--- src/rtl/uc_objetos_pkg.sv ---
// rtl/uc_objetos_pkg.sv - state encoding shared by the coordinator and the debug display decoder
package uc_objetos_pkg;

    localparam int EST_W = 5;

    localparam logic [EST_W-1:0] EST_INICIAL   = 5'd0;
    localparam logic [EST_W-1:0] EST_ESPERA    = 5'd1;
    localparam logic [EST_W-1:0] EST_SEL_TIRO  = 5'd2;
    localparam logic [EST_W-1:0] EST_MOVE_TIRO = 5'd3;
    localparam logic [EST_W-1:0] EST_COMP_TIRO = 5'd4;
    localparam logic [EST_W-1:0] EST_PROX_TIRO = 5'd5;
    localparam logic [EST_W-1:0] EST_SEL_AST   = 5'd6;
    localparam logic [EST_W-1:0] EST_MOVE_AST  = 5'd7;
    localparam logic [EST_W-1:0] EST_COMP_AST  = 5'd8;
    localparam logic [EST_W-1:0] EST_PROX_AST  = 5'd9;
    localparam logic [EST_W-1:0] EST_FIM       = 5'd10;

    typedef enum logic [EST_W-1:0] {
        INICIAL   = EST_INICIAL,
        ESPERA    = EST_ESPERA,
        SEL_TIRO  = EST_SEL_TIRO,
        MOVE_TIRO = EST_MOVE_TIRO,
        COMP_TIRO = EST_COMP_TIRO,
        PROX_TIRO = EST_PROX_TIRO,
        SEL_AST   = EST_SEL_AST,
        MOVE_AST  = EST_MOVE_AST,
        COMP_AST  = EST_COMP_AST,
        PROX_AST  = EST_PROX_AST,
        FIM       = EST_FIM
    } estado_t;

    // States that wait on a datapath done and are therefore guarded by the watchdog
    function automatic logic estado_aguarda(input estado_t e);
        return (e == MOVE_TIRO) || (e == COMP_TIRO) || (e == MOVE_AST) || (e == COMP_AST);
    endfunction

endpackage

--- src/rtl/contador_indice_m.sv ---
// rtl/contador_indice_m.sv - modulo-N slot index counter with clear, enable and ripple-carry out
module contador_indice_m #(
    parameter int N = 4,
    parameter int W = 4
) (
    input  logic         clock,
    input  logic         reset,
    input  logic         clear_i,
    input  logic         enable_i,
    output logic [W-1:0] valor_o,
    output logic         rco_o
);

    localparam logic [W-1:0] ULTIMO = W'(N - 1);

    logic [W-1:0] valor_q;
    logic [W-1:0] valor_d;

    always_comb begin
        valor_d = valor_q;
        if (clear_i) begin
            valor_d = '0;
        end else if (enable_i) begin
            valor_d = (valor_q == ULTIMO) ? '0 : valor_q + W'(1);
        end
    end

    always_ff @(posedge clock) begin
        if (reset) begin
            valor_q <= '0;
        end else begin
            valor_q <= valor_d;
        end
    end

    assign valor_o = valor_q;
    assign rco_o   = (valor_q == ULTIMO);

endmodule

--- src/rtl/uc_coordena_objetos_param.sv ---
// rtl/uc_coordena_objetos_param.sv - per-frame walker issuing move/compare requests for shot and asteroid slots
module uc_coordena_objetos_param #(
    parameter int N_TIROS        = 4,
    parameter int N_ASTEROIDES   = 8,
    parameter int IDX_W          = 4,
    parameter int TIMEOUT_CICLOS = 16
) (
    input  logic                    clock,
    input  logic                    reset,
    input  logic                    move_tiro_e_asteroides,
    input  logic [N_TIROS-1:0]      tiros_ativos,
    input  logic [N_ASTEROIDES-1:0] asteroides_ativos,
    input  logic                    fim_move,
    input  logic                    fim_comparacao,
    output logic                    movimenta_tiro,
    output logic                    compara_tiro,
    output logic                    movimenta_asteroide,
    output logic                    compara_asteroide,
    output logic [IDX_W-1:0]        indice_tiro,
    output logic [IDX_W-1:0]        indice_asteroide,
    output logic                    ocupado,
    output logic                    fim_move_tiro_e_asteroides,
    output logic                    erro_timeout,
    output logic [4:0]              db_estado
);

    import uc_objetos_pkg::*;

    localparam int WD_W = (TIMEOUT_CICLOS > 1) ? $clog2(TIMEOUT_CICLOS) : 1;
    localparam logic [WD_W-1:0] WD_MAX = WD_W'((TIMEOUT_CICLOS > 0) ? TIMEOUT_CICLOS - 1 : 0);
    localparam logic WD_ON = (TIMEOUT_CICLOS > 0);

    estado_t         estado_q, estado_d;
    logic [WD_W-1:0] wd_q, wd_d;
    logic            erro_q, erro_d;

    logic             limpa_indices;
    logic             conta_tiro;
    logic             conta_ast;
    logic             rco_tiro;
    logic             rco_ast;
    logic [IDX_W-1:0] idx_tiro;
    logic [IDX_W-1:0] idx_ast;
    logic             tiro_ativo;
    logic             ast_ativo;
    logic             wd_expira;

    contador_indice_m #(.N(N_TIROS), .W(IDX_W)) u_cont_tiro (
        .clock    (clock),
        .reset    (reset),
        .clear_i  (limpa_indices),
        .enable_i (conta_tiro),
        .valor_o  (idx_tiro),
        .rco_o    (rco_tiro)
    );

    contador_indice_m #(.N(N_ASTEROIDES), .W(IDX_W)) u_cont_ast (
        .clock    (clock),
        .reset    (reset),
        .clear_i  (limpa_indices),
        .enable_i (conta_ast),
        .valor_o  (idx_ast),
        .rco_o    (rco_ast)
    );

    // Live mask lookup; written as a compare loop so the index width need not match the mask size
    always_comb begin
        tiro_ativo = 1'b0;
        for (int i = 0; i < N_TIROS; i++) begin
            if (idx_tiro == IDX_W'(i)) tiro_ativo = tiros_ativos[i];
        end
        ast_ativo = 1'b0;
        for (int i = 0; i < N_ASTEROIDES; i++) begin
            if (idx_ast == IDX_W'(i)) ast_ativo = asteroides_ativos[i];
        end
    end

    assign wd_expira = WD_ON && (wd_q == WD_MAX);

    always_comb begin
        estado_d      = estado_q;
        erro_d        = erro_q;
        limpa_indices = 1'b0;
        conta_tiro    = 1'b0;
        conta_ast     = 1'b0;
        case (estado_q)
            INICIAL: estado_d = ESPERA;
            ESPERA: begin
                if (move_tiro_e_asteroides) begin
                    estado_d      = SEL_TIRO;
                    limpa_indices = 1'b1;
                    erro_d        = 1'b0;
                end
            end
            SEL_TIRO: estado_d = tiro_ativo ? MOVE_TIRO : PROX_TIRO;
            MOVE_TIRO: begin
                if (fim_move) begin
                    estado_d = COMP_TIRO;
                end else if (wd_expira) begin
                    estado_d = COMP_TIRO;
                    erro_d   = 1'b1;
                end
            end
            COMP_TIRO: begin
                if (fim_comparacao) begin
                    estado_d = PROX_TIRO;
                end else if (wd_expira) begin
                    estado_d = PROX_TIRO;
                    erro_d   = 1'b1;
                end
            end
            PROX_TIRO: begin
                conta_tiro = 1'b1;
                estado_d   = rco_tiro ? SEL_AST : SEL_TIRO;
            end
            SEL_AST: estado_d = ast_ativo ? MOVE_AST : PROX_AST;
            MOVE_AST: begin
                if (fim_move) begin
                    estado_d = COMP_AST;
                end else if (wd_expira) begin
                    estado_d = COMP_AST;
                    erro_d   = 1'b1;
                end
            end
            COMP_AST: begin
                if (fim_comparacao) begin
                    estado_d = PROX_AST;
                end else if (wd_expira) begin
                    estado_d = PROX_AST;
                    erro_d   = 1'b1;
                end
            end
            PROX_AST: begin
                conta_ast = 1'b1;
                estado_d  = rco_ast ? FIM : SEL_AST;
            end
            FIM:     estado_d = ESPERA;
            default: estado_d = INICIAL;
        endcase
    end

    // Watchdog restarts on every state change, so each MOVE/COMP entry begins at zero
    always_comb begin
        wd_d = '0;
        if ((estado_d == estado_q) && estado_aguarda(estado_q)) begin
            wd_d = wd_q + WD_W'(1);
        end
    end

    always_ff @(posedge clock) begin
        if (reset) begin
            estado_q <= INICIAL;
            wd_q     <= '0;
            erro_q   <= 1'b0;
        end else begin
            estado_q <= estado_d;
            wd_q     <= wd_d;
            erro_q   <= erro_d;
        end
    end

    assign movimenta_tiro             = (estado_q == MOVE_TIRO);
    assign compara_tiro               = (estado_q == COMP_TIRO);
    assign movimenta_asteroide        = (estado_q == MOVE_AST);
    assign compara_asteroide          = (estado_q == COMP_AST);
    assign indice_tiro                = idx_tiro;
    assign indice_asteroide           = idx_ast;
    assign ocupado                    = (estado_q != INICIAL) && (estado_q != ESPERA);
    assign fim_move_tiro_e_asteroides = (estado_q == FIM);
    assign erro_timeout               = erro_q;
    assign db_estado                  = estado_q;

endmodule

--- config.mk ---
export PLATFORM = sky130hd
export DESIGN_NAME = uc_coordena_objetos_param
export DESIGN_NICKNAME = d
export VERILOG_FILES = /design/src/rtl/uc_objetos_pkg.sv /design/src/rtl/contador_indice_m.sv /design/src/rtl/uc_coordena_objetos_param.sv
export SDC_FILE = /design/constraint.sdc
export NUM_CORES = 1
export LEC_CHECK = 0
export CAP_MARGIN = 20
export CORE_UTILIZATION = 45
export DETAILED_ROUTE_END_ITERATION = 6
export PLACE_DENSITY = 0.78
export SYNTH_ARGS = -nofsm -noshare
export SYNTH_HDL_FRONTEND = slang
export SYNTH_SLANG_ARGS = --single-unit
--- constraint.sdc ---
create_clock -name clock -period 2.46 [get_ports clock]
set_clock_uncertainty 0.15 [all_clocks]
set_input_delay 0.615 -clock clock [delete_from_list [all_inputs] [get_ports clock]]
set_output_delay 0.615 -clock clock [all_outputs]
set_load 0.005 [all_outputs]
==> impl_metrics.csv, run 1 <==
group,metric,value,unit
synth,synthTopCellsByArea,"dfxtp_1 29%, ha_1 8.9%, nor2_1 6.2%, mux2i_1 5.5%, xnor2_1 4.2%",
final_layout,synthToLayoutAreaGrowth,37.7,%
sta,hold_viol_final,0,
place,hpwl,2.40,mm
worst_setup_path,start_kind,"register",
route,num_vias,1264,
synth,synth_cell_type_count,40,
floorplanning,coreArea,0.00257,mm^2
final_layout,multi_input_area,838,um^2
place,port_buffers,36,
power,cellLeakagePower,0.000657,uW
synth,yosysMostFrequentCell,"nor2_1",
synth,yosys-top-cells-count,"21 x nor2_1, 18 x dfxtp_1, 12 x nand2_1",
sta,min_period,2.38,ns
worst_setup_path,cp.required,1.69,ns
final_layout,fillCellCount,215,
power,power.density,295,mW/mm^2
synth,seq_area_frac_synth,28.5,%
outcome,status,"complete, no violations",
synth,synth_top_area_cell,"dfxtp_1",
final_layout,ff_latch_area,372,um^2
sta,relSlewSlack,63.6,%
worst_setup_path,r2r-end,"wd_q[2]",
floorplanning,die_h,55.0,um
worst_setup_path,crit_fanout,7,
worst_setup_path,r2r_slack,0.43,ns
cts,clkTransAtPathRegs,0.10,ns
worst_setup_path,end_kind,"output port",
final_layout,diodes,0,
sta,fin_tns_setup,0,ns
worst_setup_path,ff2ff_path_depth,5,
global_routing,grtUsageMet1,27.9,%
run,drv_cap,0,
route,drtIter0Drc,42,
cts,htree_levels,1,
floorplanning,die-area,0.00302,mm^2
global_routing,grt_pass1_vias,1142,
route,drt-pass1-iter-count,4,
cts,cts_tree,"built",
global_routing,grt_usage,22.9,%
worst_setup_path,critPathArrivalTime,1.62,ns
global_routing,top_usage_layer,"met2",
floorplanning,num_rows,18,
final_layout,nNetsFinal,226,
synth,syn_inst,159,
final_layout,instances_no_fill,228,
route,viasPerCell,5.54,
synth,synthesis.area,0.00126,mm^2
global_routing,grt_overflow,0,
synth,ys_warn_count,0,
global_routing,grt_max_degree,14,
place,dp_cells,222,
route,wl_per_cell,13.5,um
worst_setup_path,crit_end,"compara_asteroide",
final_layout,drive_gt1_share,11.1,%
floorplanning,initial_core_util,49.2,%
synth,synth-edff-count,0,
power,ir_drop,269,uV
synth,synth_top_area_share,28.5,%
hold_path,hp-class,"reg -> reg",
synth,yosys_most_used_dff,"dfxtp_1",
cts,cts.sinks,18,
route,route.detailed.drc,0,
route,totalWireLength,3.08,mm
global_routing,antenna_found_initial,0,
synth,ys_seq_elements,18,
cts,cts_hold_buffers,0,
route,drt.antenna.violating_nets,0,
cts,clk_latency,0.28,ns
global_routing,met2_usage,41.6,%
cts,cts_max_path_buffers,2,
synth,syn_area_per_cell,7.95,um^2
sta,tightest_slew,0.540,ns
cts,cts-root-buf,"clkbuf_4",
worst_setup_path,crit_type,"reg -> out",
sta,final_max_slew_viol_count,0,
place,routabilityCongestion,0.912,
synth,syn_nets,185,
global_routing,grt_pass1_wl,4.97,mm
synth,synth-async-reset-ratio,0,%
sta,timing.fmax,420,MHz
worst_setup_path,startpoint,"db_estado[0]",
cts,cts_inserted_buffers,3,
sta,rsz0062_at_grt,"no",
sta,setup_viol,0,
global_routing,use_met3,3.55,%
floorplanning,die_x,55.0,um
worst_setup_path,reg2reg_from,"db_estado[4]",
sta,finalCritPeriodShare,96.9,%
floorplanning,num_io_pins,37,
-- placed cells by master, fill, tap and decap left out, types with 4 or more instances in the layout --
master	instances
clkdlybuf4s50_1	34
ha_1	9
dfxtp_1	15
buf_4	8
nand2b_1	5
nand2_1	12
nand3b_1	4
a21oi_1	8
nor2b_1	4
a31oi_1	6
xnor2_1	6
inv_1	9
nor3_1	7
nor2_1	21
mux2i_1	7
-- power breakdown --
| part | leakage (uW) | switching [uW] | internal [uW] | total (uW) |
|---|---|---|---|---|
| clock network | 0.0000138 | 83.6 | 56.7 | 140 |
| registers | 0.000147 | 5.45 | 292 | 297 |
| logic | 0.000495 | 28.6 | 47.4 | 75.9 |
| total | 0.000657 | 118 | 396 | 514 |
-- per-layer routing --
layer / share of wire, % / vias up
li1: - / 637
met1: 43 / 578
met2: 50 / 45
met3: 6.3 / 4
met4: 1.1 / 0
met5: 0 / -
-- cells by family after synthesis --
family	count (synthesis)	synth area share, %
and+or+nand+nor	71	29.4
AOI/OAI and AO/OA	28	15.3
DFF	18	28.5
buffers and inverters	18	7.13
adders and majority gates	9	8.91
xor gates and xnor gates	7	4.85
muxes	7	5.54
other	1	0.297
-- final cells by class --
type,instances,area share [%]
Sequential cell,18,21.4
Tap cell,30,2.16
Clock buffer,3,1.29
Inverter,9,1.94
Multi-Input combinational cell,123,48.2
Timing Repair Buffer,45,25.1
-- critical path, stage by stage (launching register included) --
cell and delay (ns):
dfxtp_4 0.38, buf_4 0.15, nor2_1 0.08, nand2_1 0.07, nor3_1 0.13, clkdlybuf4s50_1 0.52
-- metrics by stage --
stage | util (%) | power, uW | area [um^2] | setup WS [ns] | hold WS (ns)
floorplan | - | 338 | 1260 | 0.457 | 0.268
global placement | 64.3 | 376 | 1650 | 0.190 | 0.281
detailed placement | 64.3 | 376 | 1650 | 0.138 | 0.299
CTS | 66.0 | 515 | 1700 | 0.00372 | 0.318
global route | 67.8 | 537 | 1740 | 0.00768 | 0.341
finish | 67.8 | 514 | 1740 | 0.0762 | 0.317
-- what timing repair did --
| item | CTS | global route |
|---|---|---|
| setup endpoints to repair | 2 | 5 |
| pin swaps | 0 | 1 |
| setup buffers | 0 | 3 |
| gates cloned | 0 | 0 |
| gates resized for setup | 6 | 8 |
-- how the worst min path moves through the flow --
stage          startpoint      end  slack, ns  cells after the start
3_3_place_gp      wd_q[0]  wd_q[0]       0.28                      1
6_report          wd_q[0]  wd_q[0]       0.32                      1
2_1_floorplan     wd_q[0]  wd_q[0]       0.27                      1
5_1_grt           wd_q[0]  wd_q[0]       0.34                      1
3_5_place_dp      wd_q[0]  wd_q[0]       0.30                      1
4_1_cts           wd_q[0]  wd_q[0]       0.32                      1
-- state kept, by name, summed over array words and instances, names as in the netlist --
| signal | flops |
|---|---|
| db_estado | 5 |
| wd_q | 4 |
| u_cont_tiro.valor_o | 4 |
| u_cont_ast.valor_o | 4 |
| erro_timeout | 1 |
Power figures use the tool's default switching activity.
==> inputs of run 2 (changes only) <==
--- a/config.mk
+++ b/config.mk
@@ -7,7 +7,9 @@
 export LEC_CHECK = 0
 export CAP_MARGIN = 20
 export CORE_UTILIZATION = 45
+export CTS_BUF_LIST = sky130_fd_sc_hd__clkbuf_8
 export DETAILED_ROUTE_END_ITERATION = 6
+export HOLD_SLACK_MARGIN = 0.02
 export PLACE_DENSITY = 0.78
 export SYNTH_ARGS = -nofsm -noshare
 export SYNTH_HDL_FRONTEND = slang
==> impl_metrics.csv, run 2 (synthesis results as in run 1) <==
group,metric,value,unit
worst_setup_path,crit_type,"reg -> out",
route,totalWireLength,3.22,mm
floorplanning,num_io_pins,37,
final_layout,synthToLayoutAreaGrowth,37.3,%
sta,fin_tns_setup,0,ns
global_routing,grt_max_degree,14,
worst_setup_path,cp_top_family,"buffers and inverters",
sta,finalCritPeriodShare,95.8,%
cts,cts_tree,"built",
floorplanning,coreArea,0.00257,mm^2
cts,htree_levels,1,
final_layout,layout_common_cells,"34 x clkdlybuf4s50_1, 21 x nor2_1, 15 x dfxtp_1",
global_routing,grt_usage,23.7,%
cts,cts_max_path_buffers,2,
cts,cts.sinks,18,
sta,hold_viol_final,0,
power,totalPowerFinal,577,uW
place,pre_cts_slack,0.138,ns
floorplanning,die_h,55.0,um
global_routing,grt_pass1_vias,1207,
power,power.density,332,mW/mm^2
final_layout,drive_gt1_share,9.69,%
sta,tightest_slew,0.485,ns
outcome,status,"complete, no violations",
worst_setup_path,path_cells,"buf_4, nor3_1, nand2b_1, clkdlybuf4s50_1",
cts,clkTransAtPathRegs,0.07,ns
floorplanning,die_x,55.0,um
cts,cts-root-buf,"clkbuf_8",
worst_setup_path,cp_num_buf_inv,2,
route,route.detailed.drc,0,
sta,final_max_slew_viol_count,0,
sta,relSlewSlack,67.3,%
worst_setup_path,end_kind,"output port",
worst_setup_path,crit_fanout,8,
power,cellLeakagePower,0.000652,uW
sta,setup_viol,0,
route,num_vias,1278,
global_routing,grt_overflow,0,
run,drv_cap,0,
sta,timing.fmax,425,MHz
power,ir_drop,416,uV
floorplanning,die-area,0.00302,mm^2
route,viasPerCell,5.65,
route,drt.antenna.violating_nets,0,
final_layout,layout_commonest_cell,"clkdlybuf4s50_1",
worst_setup_path,r2r_slack,0.39,ns
place,hpwl,2.40,mm
cts,cts_inserted_buffers,3,
floorplanning,initial_core_util,49.2,%
place,dpl_cell_area,0.00165,mm^2
sta,min_period,2.36,ns
place,port_buffers,36,
floorplanning,num_rows,18,
worst_setup_path,r2r-end,"wd_q[2]",
worst_setup_path,slowest_delay,0.44,ns
hold_path,min_from,"wd_q[0]",
worst_setup_path,start_kind,"register",
route,wl_per_cell,14.3,um
place,routabilityCongestion,0.912,
worst_setup_path,critPathArrivalTime,1.59,ns
route,drtIter0Drc,30,
worst_setup_path,ff2ff_path_depth,5,
final_layout,nNetsFinal,224,
final_layout,largest_register_ffs,5,
worst_setup_path,cp.required,1.69,ns
global_routing,antenna_found_initial,0,
sta,rsz0062_at_grt,"no",
final_layout,diodes,0,
cts,cts_hold_buffers,0,
route,drt-pass1-iter-count,4,
sta,setup_slack,0.104,ns
worst_setup_path,reg2reg_from,"db_estado[4]",
hold_path,hold_depth,1,
hold_path,hp-class,"reg -> reg",
final_layout,finalInstanceArea,0.00174,mm^2
global_routing,grt_pass1_wl,5.11,mm
worst_setup_path,slowest_stage,"clkdlybuf4s50_1",
cts,clk_latency,0.25,ns
hold_path,holdPathEnd,"wd_q[0]",
run 2: cell types whose count changed in the layout (fill, tap and decap cells not counted):
| cell | delta |
|---|---|
| buf_4 | -1 |
| buf_6 | -1 |
| clkbuf_8 | +3 |
| nor3_2 | -1 |
| nor3_1 | +1 |
| clkbuf_4 | -3 |
run 2: how the worst max path moves through the flow:
stage / start / endpoint / slack [ns] / cells after the start
2_1_floorplan: db_estado[4] / wd_q[2] / 0.46 / 7
3_3_place_gp: move_tiro_e_asteroides / wd_q[3] / 0.19 / 6
3_5_place_dp: move_tiro_e_asteroides / wd_q[1] / 0.14 / 6
4_1_cts: db_estado[0] / movimenta_tiro / 0.01 / 3
5_1_grt: db_estado[2] / movimenta_asteroide / 0.03 / 4
6_report: db_estado[1] / ocupado / 0.10 / 4
run 2: timing repair:
action	4_1_cts	5_1_grt
resized for setup	3	9
setup endpoints to repair	2	2
pin swaps	1	1
buffers inserted	0	1
run 2: metal layers:
layer  wire [um]  part of all wire (%)  vias to the layer above  GRT usage, %
met1        1330                    41                      589          26.4
met3         187                   5.8                        6          3.55
met2        1660                    51                       55          43.4
met5           0                     0                        -             0
li1            -                     -                      628             -
met4          48                   1.5                        0          11.7
run 2: worst register-to-register path, delay by kind of cell (launching register included):
kind / cells / cell delay [ns]
flops: 1 / 0.39
simple gates: 3 / 0.81
mux: 1 / 0.38
compound gates: 1 / 0.23
run 2: area by class of cell:
type	count	area, um^2
clock buffer	3	41.3
fill	216	832
inverter	9	33.8
multi-input combinational	123	833
sequential	18	372
tap	30	37.5
timing repair buffer	43	418
run 2: per-stage QoR:
stage	hold WS (ns)	instances	util, %
3_5_place_dp	0.299	222	64.3
4_1_cts	0.314	225	66.2
3_3_place_gp	0.281	222	64.3
2_1_floorplan	0.268	159	-
6_report	0.314	226	67.6
5_1_grt	0.335	226	67.6
run 2: where the power goes:
group	switching [uW]	internal [uW]	total [uW]
sequential	5.99	292	298
clock	96.6	109	205
combinational	28.1	45.1	73.3
total	131	446	577
